`src/rtl/gifplayer_frame_sequencer_pkg.sv`:
```
// Shared constants for the GIF frame sequencer: details-RAM word map, FSM encodings
// and the fallback frame delay.
package gifplayer_frame_sequencer_pkg;

    localparam logic [1:0] DET_WIDTH  = 2'd0;
    localparam logic [1:0] DET_HEIGHT = 2'd1;
    localparam logic [1:0] DET_DELAY  = 2'd2;
    localparam logic [1:0] DET_COUNT  = 2'd3;

    localparam int DEFAULT_CS = 10;

    typedef logic [2:0] state_t;

    localparam state_t ST_IDLE       = 3'd0;
    localparam state_t ST_FETCH      = 3'd1;
    localparam state_t ST_CALC       = 3'd2;
    localparam state_t ST_RUN        = 3'd3;
    localparam state_t ST_WAIT_VSYNC = 3'd4;
    localparam state_t ST_ADVANCE    = 3'd5;

    // GIF encoders write 0 for "as fast as possible"; play those at a sane rate instead.
    function automatic logic [15:0] delay_or_default(input logic [15:0] raw,
                                                     input logic [15:0] dflt);
        return (raw == 16'd0) ? dflt : raw;
    endfunction

endpackage

```
`src/rtl/gifplayer_frame_sequencer_if.sv`:
```
// Read-only port onto the 4x16 image-details RAM (address, select, 1-cycle read data).
interface gifplayer_frame_sequencer_if;

    logic [1:0]  det_address;
    logic        det_chipselect;
    logic [15:0] det_readdata;

    modport master (
        output det_address,
        output det_chipselect,
        input  det_readdata
    );

    modport slave (
        input  det_address,
        input  det_chipselect,
        output det_readdata
    );

endinterface

```
`src/rtl/gifplayer_frame_sequencer_cs_tick.sv`:
```
// Centisecond prescaler: one-cycle tick every TICK_DIV cycles, restarted by clear.
module gifplayer_cs_tick #(
    parameter int TICK_DIV = 500000
) (
    input  logic clk,
    input  logic reset,
    input  logic clear,
    output logic tick
);

    localparam int CW = (TICK_DIV > 2) ? $clog2(TICK_DIV) : 1;
    localparam logic [CW-1:0] LAST = CW'(TICK_DIV - 1);

    logic [CW-1:0] pre_reg;

    assign tick = !clear && (pre_reg == LAST);

    always_ff @(posedge clk) begin
        if (reset || clear) begin
            pre_reg <= '0;
        end else if (pre_reg == LAST) begin
            pre_reg <= '0;
        end else begin
            pre_reg <= pre_reg + 1'b1;
        end
    end

endmodule

```
`src/rtl/gifplayer_frame_sequencer.sv`:
```
// Fetches per-frame details from the image-details RAM, times the frame delay and
// advances the frame index on the first vsync after the delay has elapsed.
module gifplayer_frame_sequencer #(
    parameter int CLK_HZ     = 50000000,
    parameter int TICK_DIV   = CLK_HZ / 100,
    parameter int IDX_W      = 8,
    parameter int DEFAULT_CS = gifplayer_frame_sequencer_pkg::DEFAULT_CS
) (
    input  logic                               clk,
    input  logic                               reset,
    input  logic                               enable,
    input  logic                               restart,
    input  logic                               vsync,
    gifplayer_frame_sequencer_if.master        det,
    output logic [15:0]                        img_width,
    output logic [15:0]                        img_height,
    output logic [15:0]                        frame_delay,
    output logic [15:0]                        frame_count,
    output logic [31:0]                        frame_pixels,
    output logic [IDX_W-1:0]                   frame_index,
    output logic                               frame_advance,
    output logic                               details_valid
);

    import gifplayer_frame_sequencer_pkg::*;

    localparam logic [15:0] DFLT_CS = 16'(DEFAULT_CS);

    state_t            state_reg;
    state_t            state_next;
    logic [2:0]        fetch_cnt_reg;
    logic [2:0]        fetch_cnt_next;
    logic              capture_en;
    logic [15:0]       words [4];
    logic [15:0]       delay_reg;
    logic [31:0]       pixels_reg;
    logic [IDX_W-1:0]  index_reg;
    logic [IDX_W-1:0]  index_wrap;
    logic [16:0]       index_inc;
    logic              advance_reg;
    logic [15:0]       cs_cnt_reg;
    logic              tick;
    logic              expire;
    logic              take_vsync;

    gifplayer_cs_tick #(
        .TICK_DIV (TICK_DIV)
    ) u_cs_tick (
        .clk   (clk),
        .reset (reset),
        .clear (state_reg != ST_RUN),
        .tick  (tick)
    );

    // Read latency is one cycle, so word n lands while fetch_cnt == n+1.
    assign capture_en = enable && !restart && (state_reg == ST_FETCH);

    generate
        for (genvar gi = 0; gi < 4; gi++) begin : g_word
            logic [15:0] word_q;
            always_ff @(posedge clk) begin
                if (reset) begin
                    word_q <= '0;
                end else if (capture_en && (fetch_cnt_reg == 3'(gi + 1))) begin
                    word_q <= det.det_readdata;
                end
            end
            assign words[gi] = word_q;
        end
    endgenerate

    assign expire     = tick && ((17'(cs_cnt_reg) + 17'd1) == 17'(delay_reg));
    assign index_inc  = 17'(index_reg) + 17'd1;
    assign index_wrap = (index_inc >= {1'b0, words[DET_COUNT]}) ? '0 : index_inc[IDX_W-1:0];
    assign take_vsync = enable && !restart && (state_reg == ST_WAIT_VSYNC) && vsync;

    always_comb begin
        state_next     = state_reg;
        fetch_cnt_next = capture_en ? fetch_cnt_reg + 3'd1 : 3'd0;
        if (!enable) begin
            state_next = ST_IDLE;
        end else if (restart) begin
            state_next = ST_FETCH;
        end else begin
            case (state_reg)
                ST_IDLE:       state_next = ST_FETCH;
                ST_FETCH:      state_next = (fetch_cnt_reg == 3'd4) ? ST_CALC : ST_FETCH;
                ST_CALC:       state_next = (words[DET_COUNT] == 16'd0) ? ST_IDLE : ST_RUN;
                ST_RUN:        state_next = expire ? ST_WAIT_VSYNC : ST_RUN;
                ST_WAIT_VSYNC: state_next = vsync ? ST_ADVANCE : ST_WAIT_VSYNC;
                ST_ADVANCE:    state_next = ST_FETCH;
                default:       state_next = ST_IDLE;
            endcase
        end
    end

    always_ff @(posedge clk) begin
        if (reset) begin
            state_reg     <= ST_IDLE;
            fetch_cnt_reg <= 3'd0;
            delay_reg     <= '0;
            pixels_reg    <= '0;
            index_reg     <= '0;
            advance_reg   <= 1'b0;
            cs_cnt_reg    <= '0;
        end else begin
            state_reg     <= state_next;
            fetch_cnt_reg <= fetch_cnt_next;
            advance_reg   <= 1'b0;
            if (restart) begin
                index_reg <= '0;
            end else if (take_vsync) begin
                index_reg   <= index_wrap;
                advance_reg <= 1'b1;
            end
            if (enable && !restart && (state_reg == ST_CALC)) begin
                pixels_reg <= 32'(words[DET_WIDTH]) * 32'(words[DET_HEIGHT]);
                delay_reg  <= delay_or_default(words[DET_DELAY], DFLT_CS);
            end
            if (state_reg != ST_RUN) begin
                cs_cnt_reg <= '0;
            end else if (tick) begin
                cs_cnt_reg <= cs_cnt_reg + 16'd1;
            end
        end
    end

    // The fifth fetch cycle only collects the last word, so the RAM is no longer selected.
    assign det.det_chipselect = enable && (state_reg == ST_FETCH) && (fetch_cnt_reg < 3'd4);
    assign det.det_address    = fetch_cnt_reg[1:0];

    assign img_width     = words[DET_WIDTH];
    assign img_height    = words[DET_HEIGHT];
    assign frame_count   = words[DET_COUNT];
    assign frame_delay   = delay_reg;
    assign frame_pixels  = pixels_reg;
    assign frame_index   = index_reg;
    assign frame_advance = advance_reg;
    assign details_valid = enable && ((state_reg == ST_RUN) || (state_reg == ST_WAIT_VSYNC));

endmodule

```
`src/flat_wrapper.sv`:
```
// flat-port wrapper written by rule: the top's interface ports become plain ports
module gifplayer_frame_sequencer_flat import gifplayer_frame_sequencer_pkg::*;
#(
    parameter int CLK_HZ     = 50000000,
    parameter int TICK_DIV   = CLK_HZ / 100,
    parameter int IDX_W      = 8,
    parameter int DEFAULT_CS = gifplayer_frame_sequencer_pkg::DEFAULT_CS
)
  (clk, reset, enable, restart, vsync, img_width, img_height, frame_delay, frame_count, frame_pixels, frame_index, frame_advance, details_valid, det_det_address, det_det_chipselect, det_det_readdata);
  gifplayer_frame_sequencer_if det_i ();
  input  logic clk;
  input  logic reset;
  input  logic enable;
  input  logic restart;
  input  logic vsync;
  output logic [15:0] img_width;
  output logic [15:0] img_height;
  output logic [15:0] frame_delay;
  output logic [15:0] frame_count;
  output logic [31:0] frame_pixels;
  output logic [IDX_W-1:0] frame_index;
  output logic frame_advance;
  output logic details_valid;
  output wire logic [$bits(det_i.det_address)-1:0] det_det_address;
  output wire logic [$bits(det_i.det_chipselect)-1:0] det_det_chipselect;
  input wire logic [$bits(det_i.det_readdata)-1:0] det_det_readdata;
  assign det_det_address = det_i.det_address;
  assign det_det_chipselect = det_i.det_chipselect;
  assign det_i.det_readdata = det_det_readdata;
  gifplayer_frame_sequencer #(.CLK_HZ(CLK_HZ), .TICK_DIV(TICK_DIV), .IDX_W(IDX_W), .DEFAULT_CS(DEFAULT_CS)) u_core (.clk(clk), .reset(reset), .enable(enable), .restart(restart), .vsync(vsync), .det(det_i), .img_width(img_width), .img_height(img_height), .frame_delay(frame_delay), .frame_count(frame_count), .frame_pixels(frame_pixels), .frame_index(frame_index), .frame_advance(frame_advance), .details_valid(details_valid));
endmodule
```
`config.mk`:
```
export PLATFORM = sky130hd
export DESIGN_NAME = gifplayer_frame_sequencer_flat
export DESIGN_NICKNAME = d
export VERILOG_FILES = /design/src/rtl/gifplayer_frame_sequencer_pkg.sv /design/src/rtl/gifplayer_frame_sequencer_if.sv /design/src/rtl/gifplayer_frame_sequencer_cs_tick.sv /design/src/rtl/gifplayer_frame_sequencer.sv /design/src/flat_wrapper.sv
export SDC_FILE = /design/constraint.sdc
export NUM_CORES = 1
export LEC_CHECK = 0
export BUFFER_PORTS_ARGS = -buffer_cell sky130_fd_sc_hd__buf_4
export CORE_MARGIN = 4
export CORE_UTILIZATION = 30
export CTS_BUF_LIST = sky130_fd_sc_hd__clkbuf_16
export DETAILED_ROUTE_END_ITERATION = 16
export MAX_ROUTING_LAYER = met4
export PLACE_DENSITY_LB_ADDON = 0.2
export SETUP_SLACK_MARGIN = 0.15
export SYNTH_ARGS = -nofsm -noshare
export SYNTH_HDL_FRONTEND = slang
export SYNTH_SLANG_ARGS = --single-unit
```
`constraint.sdc`:
```
create_clock -name clk -period 6.99 [get_ports clk]
set_input_delay 1.398 -clock clk [delete_from_list [all_inputs] [get_ports clk]]
set_output_delay 1.398 -clock clk [all_outputs]
set_load 0.05 [all_outputs]
```
==> flow_metrics.tcl, run 1 <==
set metrics [dict create \
    status "finished clean" \
    syn_to_final_growth_pct 15.51 \
    cts.htree.levels 4 \
    critPathBufInv 2 \
    period_share_pct 92.56 \
    via_per_inst 4.773 \
    crit_fanout 18 \
    cts_root_buffer "clkbuf_16" \
    core_area_mm2 0.05038 \
    synth-edff-count 0 \
    preCtsSetupSlack_ns 0.3728 \
    grt_max_degree 66 \
    powerDensity_mw_per_mm2 110.6 \
    row_count 82 \
    start_kind "register" \
    insertion_delay_ns 0.46 \
    wire_per_inst_um 17.62 \
    cts_tree "yes" \
    yosysUniqueCellTypes 61 \
    netlist.area_leader.share_pct 25.34 \
    synth_cells 1810 \
    rsz0062_at_grt "yes" \
    synth_xor_area_share_pct 4.343 \
    io_buffers 129 \
    antenna_found_initial 0 \
    grt_pass1_wl_um 72840 \
    drv_slew 0 \
    ant_nets 0 \
    clockBufferDepth 2 \
    fp.dieArea_mm2 0.05477 \
    grt_overflow_total 0 \
    netlist_area_mm2 0.01533 \
    path_cells "and2_1 -> fa_1 -> fa_1 -> fa_1 -> fa_1 -> fa_1 -> inv_1 -> fa_1 -> inv_1 -> ha_1 -> nor3_1 -> o31ai_1 -> nor2b_1 -> o21ai_0 -> o21a_1 -> nand2_1 -> a311oi_2 -> xnor2_1 -> a211oi_1" \
    layout.area.seq_mm2 0.003249 \
    skew_ns 0.01557 \
    cts_buffers 17 \
    min_path_type "reg2reg" \
    drc 0 \
    synth_flop_cell "dfxtp_1" \
    critPathKind "reg2reg" \
    die_w_um 234.0 \
    whs_path_depth 2 \
    ys_seq_area_share_pct 21.16 \
    cts_setup_buffers 0 \
    max_cap_violations 0 \
    hold_start "u_core.frame_pixels[4]$_SDFFE_PP0P_" \
    cp-end-kind "register" \
    layout_setup_ws_ns 0.5199 \
    finalHoldViolCount 0 \
    synth_top_family_by_area "adder cells" \
    synth_compound_area_share_pct 8.148 \
    wl_um 45730 \
    die_y_um 234.0 \
    crit_path_max_incr_delay_ns 0.88 \
    yosys.area.top_type "fa_1" \
    max_freq_ghz 0.1546 \
    drt_iter0_markers 552 \
    synth-async-reset-ratio_pct 0 \
    arrival_ns 6.84 \
    synth.area.top_cells "fa_1 (25%), dfxtp_1 (21%), ha_1 (9.9%)" \
    leakagePower_nw 8.187 \
    synth_nets 2146 \
    synth.most_common_cell "nand2_1" \
    grt_usage_pct 17.71 \
    hpwl_um 36020 \
    regToRegSetupSlack_ns 0.52 \
    num_io_pins 130 \
    reg2reg_depth 19 \
    firstDrtPassIters 7 \
    path_clk_slew_ns 0.08 \
    yosysWarnings 0 \
    setup_violations 0 \
    drive_gt1_share_pct 10.86 \
    holdBufCountCts 0 \
    fill_cells 5320 \
    worstReg2RegStart "u_core.img_width[1]$_SDFFE_PP0P_" \
    largest_register_ffs 32 \
    vias 12390 \
    synth_mux_area_share_pct 2.155 \
    num_antenna_cells 0 \
    synthTopCellsByCount "nand2_1 (320), inv_1 (252), fa_1 (194)" \
    fin_tns_setup_ns 0 \
    period_needed_ns 6.470 \
    hold_ws_ns 0.4557 \
    clock-sinks 162 \
    grt_pass1_vias 13076 \
    irDropWorstVdd_v 0.0001149 \
    cp_top_family "adder cells" \
    syn_area_per_cell_um2 8.467 \
    synth_fa_ha_area_share_pct 35.22 \
    multi_input_area_mm2 0.01083 \
    hold_end "u_core.frame_pixels[4]$_SDFFE_PP0P_" \
    critPathRequiredTime_ns 7.36 \
    gp_congestion 0.8615 \
    relSlewSlack_pct 32.04 \
    fin_util_pct 35.14 \
    cpMostUsedCell "fa_1" \
    yosys.area_share.simple_pct 20.79 \
    ctsResizeCount 0 \
    r2r_end "u_core.frame_pixels[31]$_SDFFE_PP0P_" \
    ys_ff_latch 162 \
    start_util_pct 30.42 \
    tightest_slew_ns 1.016 \
    fin_nets 2247 \
    cpMaxStageDelayCell "dfxtp_1" \
]
-- cells by family (layout without fill, tap and decap cells) --
kind of cell,Yosys count,after routing
mux,33,33
xor+xnor,76,76
fa+ha+maj,315,315
simple gates,687,687
flops,162,162
compound gates,206,206
buf+inv,331,445
-- through the flow --
stage / total power [mW] / std cells / area (um2)
global route: 2.031 / 2596 / 17700
detailed placement: 0.9908 / 2564 / 17090
global placement: 0.9910 / 2564 / 17090
floorplan: 0.9612 / 1810 / 15330
finish: 1.957 / 2596 / 17700
CTS: 1.996 / 2596 / 17700
-- worst max path at each step --
stage,startpoint,endpoint,slack [ns],cells past startpoint
CTS,u_core.img_height[12]$_SDFFE_PP0P_,u_core.frame_pixels[29]$_SDFFE_PP0P_,0.35,20
detailed placement,u_core.img_height[12]$_SDFFE_PP0P_,u_core.frame_pixels[29]$_SDFFE_PP0P_,0.37,20
floorplan,u_core.img_width[8]$_SDFFE_PP0P_,u_core.frame_pixels[28]$_SDFFE_PP0P_,0.63,21
global route,u_core.img_width[6]$_SDFFE_PP0P_,u_core.frame_pixels[31]$_SDFFE_PP0P_,0.12,21
finish,u_core.img_width[1]$_SDFFE_PP0P_,u_core.frame_pixels[31]$_SDFFE_PP0P_,0.52,19
global placement,u_core.img_height[12]$_SDFFE_PP0P_,u_core.frame_pixels[29]$_SDFFE_PP0P_,0.41,20
-- worst register-to-register path, stage by stage (launching register included) --
cell	delay, ns
dfxtp_1	0.88
and2_1	0.26
fa_1	0.43
fa_1	0.52
fa_1	0.49
fa_1	0.50
fa_1	0.54
inv_1	0.05
fa_1	0.54
inv_1	0.04
ha_1	0.32
nor3_1	0.26
o31ai_1	0.13
nor2b_1	0.15
o21ai_0	0.14
o21a_1	0.28
nand2_1	0.16
a311oi_2	0.34
xnor2_1	0.12
a211oi_1	0.25
-- cell type report --
class                      instances  share of cell area [%]
timing repair buffer             161                   6.898
clock buffer                      17                   2.403
sequential                       162                   18.35
clock inverter                    15                   1.053
inverter                         252                   5.343
multi-input combinational       1317                   61.20
tap                              672                   4.749
-- placed cells by master, fill, tap and decap left out, types with 6 or more instances in the layout --
| cell | count |
|---|---|
| xor2_1 | 27 |
| dfxtp_1 | 157 |
| a21o_1 | 12 |
| inv_1 | 252 |
| xnor2_1 | 49 |
| o21a_1 | 6 |
| nand2b_1 | 8 |
| nand3b_1 | 7 |
| nand2_1 | 320 |
| nor2b_1 | 6 |
| nand3_1 | 30 |
| o21ai_0 | 25 |
| and2_1 | 115 |
| ha_1 | 121 |
| a211oi_1 | 9 |
| clkbuf_16 | 17 |
| nor2_1 | 111 |
| a21oi_1 | 110 |
| nor3_1 | 28 |
| nand4_1 | 9 |
| and3_1 | 7 |
| mux2i_1 | 33 |
| buf_4 | 160 |
| nor4_1 | 10 |
| fa_1 | 194 |
| or3_1 | 16 |
-- power by group --
group / switching, mW / leakage [nW] / total (mW) / internal (mW)
Clock: 0.474 / 0.296 / 0.989 / 0.515
Combinational: 0.0331 / 6.58 / 0.0447 / 0.0116
Sequential: 0.00122 / 1.31 / 0.924 / 0.922
-- per-layer routing --
metal | track usage (%) | share of wire [%]
met5 | - | 0
met4 | 5.143 | 2.4
met3 | 2.502 | 3.1
met2 | 29.68 | 49
met1 | 22.37 | 45
Power figures use the tool's default switching activity.
==> run 2, diff against run 1 <==
RECOVER_POWER = 100   (was unset)
==> run 2 against run 1 <==
Compared with the run above: first-iteration DRC count increased by 11%; total power decreased by 0.16%; final cell count unchanged; hold slack got worse by 0.0012 ns; wire length about the same; the flow now finishes with violations (capacitance limit, slew limit); die area unchanged; global-route usage unchanged; flip-flop and latch count unchanged; critical path type unchanged.
==> flow_metrics.tcl, run 2 (same netlist as run 1, synthesis figures left out) <==
set metrics [dict create \
    num_io_pins 130 \
    leakagePower_nw 7.749 \
    cp-end-kind "register" \
    critPathKind "reg2reg" \
    p_sw_mw 0.5062 \
    grt_usage_pct 17.71 \
    row_count 82 \
    regToRegSetupSlack_ns 0.38 \
    largest_register_ffs 32 \
    fill_cells 5408 \
    fin_nets 2247 \
    finalHoldViolCount 0 \
    firstDrtPassIters 5 \
    drt_iter0_markers 614 \
    setup_violations 0 \
    num_antenna_cells 0 \
    worstReg2RegStart "u_core.img_height[13]$_SDFFE_PP0P_" \
    path_clk_slew_ns 0.08 \
    period_needed_ns 6.605 \
    grt_max_degree 66 \
    reg2reg_depth 17 \
    arrival_ns 6.97 \
    power.total_mw 1.954 \
    ant_nets 0 \
    combPwrFrac_pct 2.2 \
    grt_overflow_total 0 \
    fp.dieArea_mm2 0.05477 \
    hpwl_um 36020 \
    gp_congestion 0.8615 \
    die_y_um 234.0 \
    hold_end "u_core.frame_pixels[4]$_SDFFE_PP0P_" \
    die_w_um 234.0 \
    critPathRequiredTime_ns 7.36 \
    start_kind "register" \
    clockBufferDepth 2 \
    swShare_pct 25.90 \
    r2r_end "u_core.frame_pixels[31]$_SDFFE_PP0P_" \
    insertion_delay_ns 0.46 \
    io_buffers 129 \
    crit_fanout 11 \
    violations "capacitance limit, slew limit" \
    holdBufCountCts 0 \
    min_path_type "reg2reg" \
    max_freq_ghz 0.1514 \
    powerDensity_mw_per_mm2 112.9 \
    cts_tree "yes" \
    whs_path_depth 2 \
    core_area_mm2 0.05038 \
    drc 0 \
    relSlewSlack_pct -112.8 \
    cts_root_buffer "clkbuf_16" \
    drive_gt1_share_pct 5.249 \
    syn_to_final_growth_pct 12.96 \
    drv_slew 150 \
    period_share_pct 94.49 \
    fin_tns_setup_ns 0 \
    max_cap_violations 4 \
    pwr-share-clk_pct 50.5 \
    tightest_slew_ns 3.192 \
    skew_ns 0.01587 \
    p_int_mw 1.448 \
    final_cell_mix "nand2_1 (320), inv_1 (252), fa_1 (194), dfxtp_1 (161), ha_1 (121)" \
    cts.htree.levels 4 \
    clock-sinks 162 \
    status "complete, but fails checks" \
    via_per_inst 4.773 \
    antenna_found_initial 0 \
    grt_pass1_vias 13076 \
    wl_um 45740 \
    vias 12391 \
    hold_start "u_core.frame_pixels[4]$_SDFFE_PP0P_" \
    start_util_pct 30.42 \
    final_common_cell "nand2_1" \
    fin_util_pct 34.37 \
    grt_pass1_wl_um 72840 \
    cts_buffers 17 \
    p_seq_share_pct 47.3 \
    irDropWorstVdd_v 0.0001149 \
    wire_per_inst_um 17.62 \
    rsz0062_at_grt "yes" \
]
-- run 2: cell count changes in the layout (fill, tap and decap cells not counted), sizes merged --
cell,change
buf,-102
clkbuf,+102
-- run 2: power by group through the flow --
stage	Clock [mW]	Combinational [mW]	Sequential, mW
after floorplan	0	0.0161	0.945
after global placement	0	0.0456	0.945
after detailed placement	0	0.0454	0.945
after CTS	1.03	0.0454	0.924
after global routing	1.06	0.0464	0.924
final	0.987	0.0435	0.924
-- run 2: layout make-up --
type	instances	area, um2	share of cell area [%]
clock buffer	17	425.4	2.457
clock inverter	15	186.4	1.077
inverter	252	945.9	5.464
multi-input combinational	1317	10830	62.56
sequential	162	3244	18.74
tap	672	840.8	4.857
timing repair buffer	161	838.3	4.842
-- run 2: critical path: stages (launching register included) --
cell and delay, ns:
dfxtp_1 0.53, clkbuf_1 0.56, and2_1 0.24, fa_1 0.45, fa_1 0.55, fa_1 0.55
fa_1 0.46, fa_1 0.50, ha_1 0.33, ha_1 0.40, and2_1 0.19, or2_1 0.20
a21o_1 0.25, a21oi_1 0.40, nand2_1 0.19, a311oi_2 0.34, xnor2_1 0.12, a211oi_1 0.25
-- run 2: worst max path at each step --
stage / end / slack (ns) / from / cells past startpoint
2_1_floorplan: u_core.frame_pixels[28]$_SDFFE_PP0P_ / 0.63 / u_core.img_width[8]$_SDFFE_PP0P_ / 21
3_5_place_dp: u_core.frame_pixels[29]$_SDFFE_PP0P_ / 0.37 / u_core.img_height[12]$_SDFFE_PP0P_ / 20
4_1_cts: u_core.frame_pixels[29]$_SDFFE_PP0P_ / 0.35 / u_core.img_height[12]$_SDFFE_PP0P_ / 20
5_1_grt: u_core.frame_pixels[31]$_SDFFE_PP0P_ / 0.07 / u_core.img_height[7]$_SDFFE_PP0P_ / 20
3_3_place_gp: u_core.frame_pixels[29]$_SDFFE_PP0P_ / 0.41 / u_core.img_height[12]$_SDFFE_PP0P_ / 20
6_report: u_core.frame_pixels[31]$_SDFFE_PP0P_ / 0.38 / u_core.img_height[13]$_SDFFE_PP0P_ / 17
-- run 2: through the flow --
stage | std cells | area [um2] | hold slack, ns | setup WS [ns]
after CTS | 2596 | 17700 | 0.4601 | 0.3454
after global routing | 2596 | 17310 | 0.4786 | 0.06721
after detailed placement | 2564 | 17090 | 0.4449 | 0.3728
after floorplan | 1810 | 15330 | 0.4260 | 0.6262
after global placement | 2564 | 17090 | 0.4390 | 0.4055
final | 2596 | 17310 | 0.4545 | 0.3849
-- run 2: what timing repair did --
| item | in CTS | in global routing |
|---|---|---|
| resized for setup | 0 | 5 |
| buffers inserted | 0 | 0 |
| hold endpoints to repair | 0 | 0 |
| endpoints found under the setup margin | 0 | 3 |
-- run 2: per-layer routing --
metal  track usage, %  up-vias  part of all wire [%]
met5                -        -                     0
met4            5.143        0                   2.4
met3            2.502       54                   3.2
met2            29.68      215                    49
met1            22.37     6195                    45
li1                 -     5927                     -
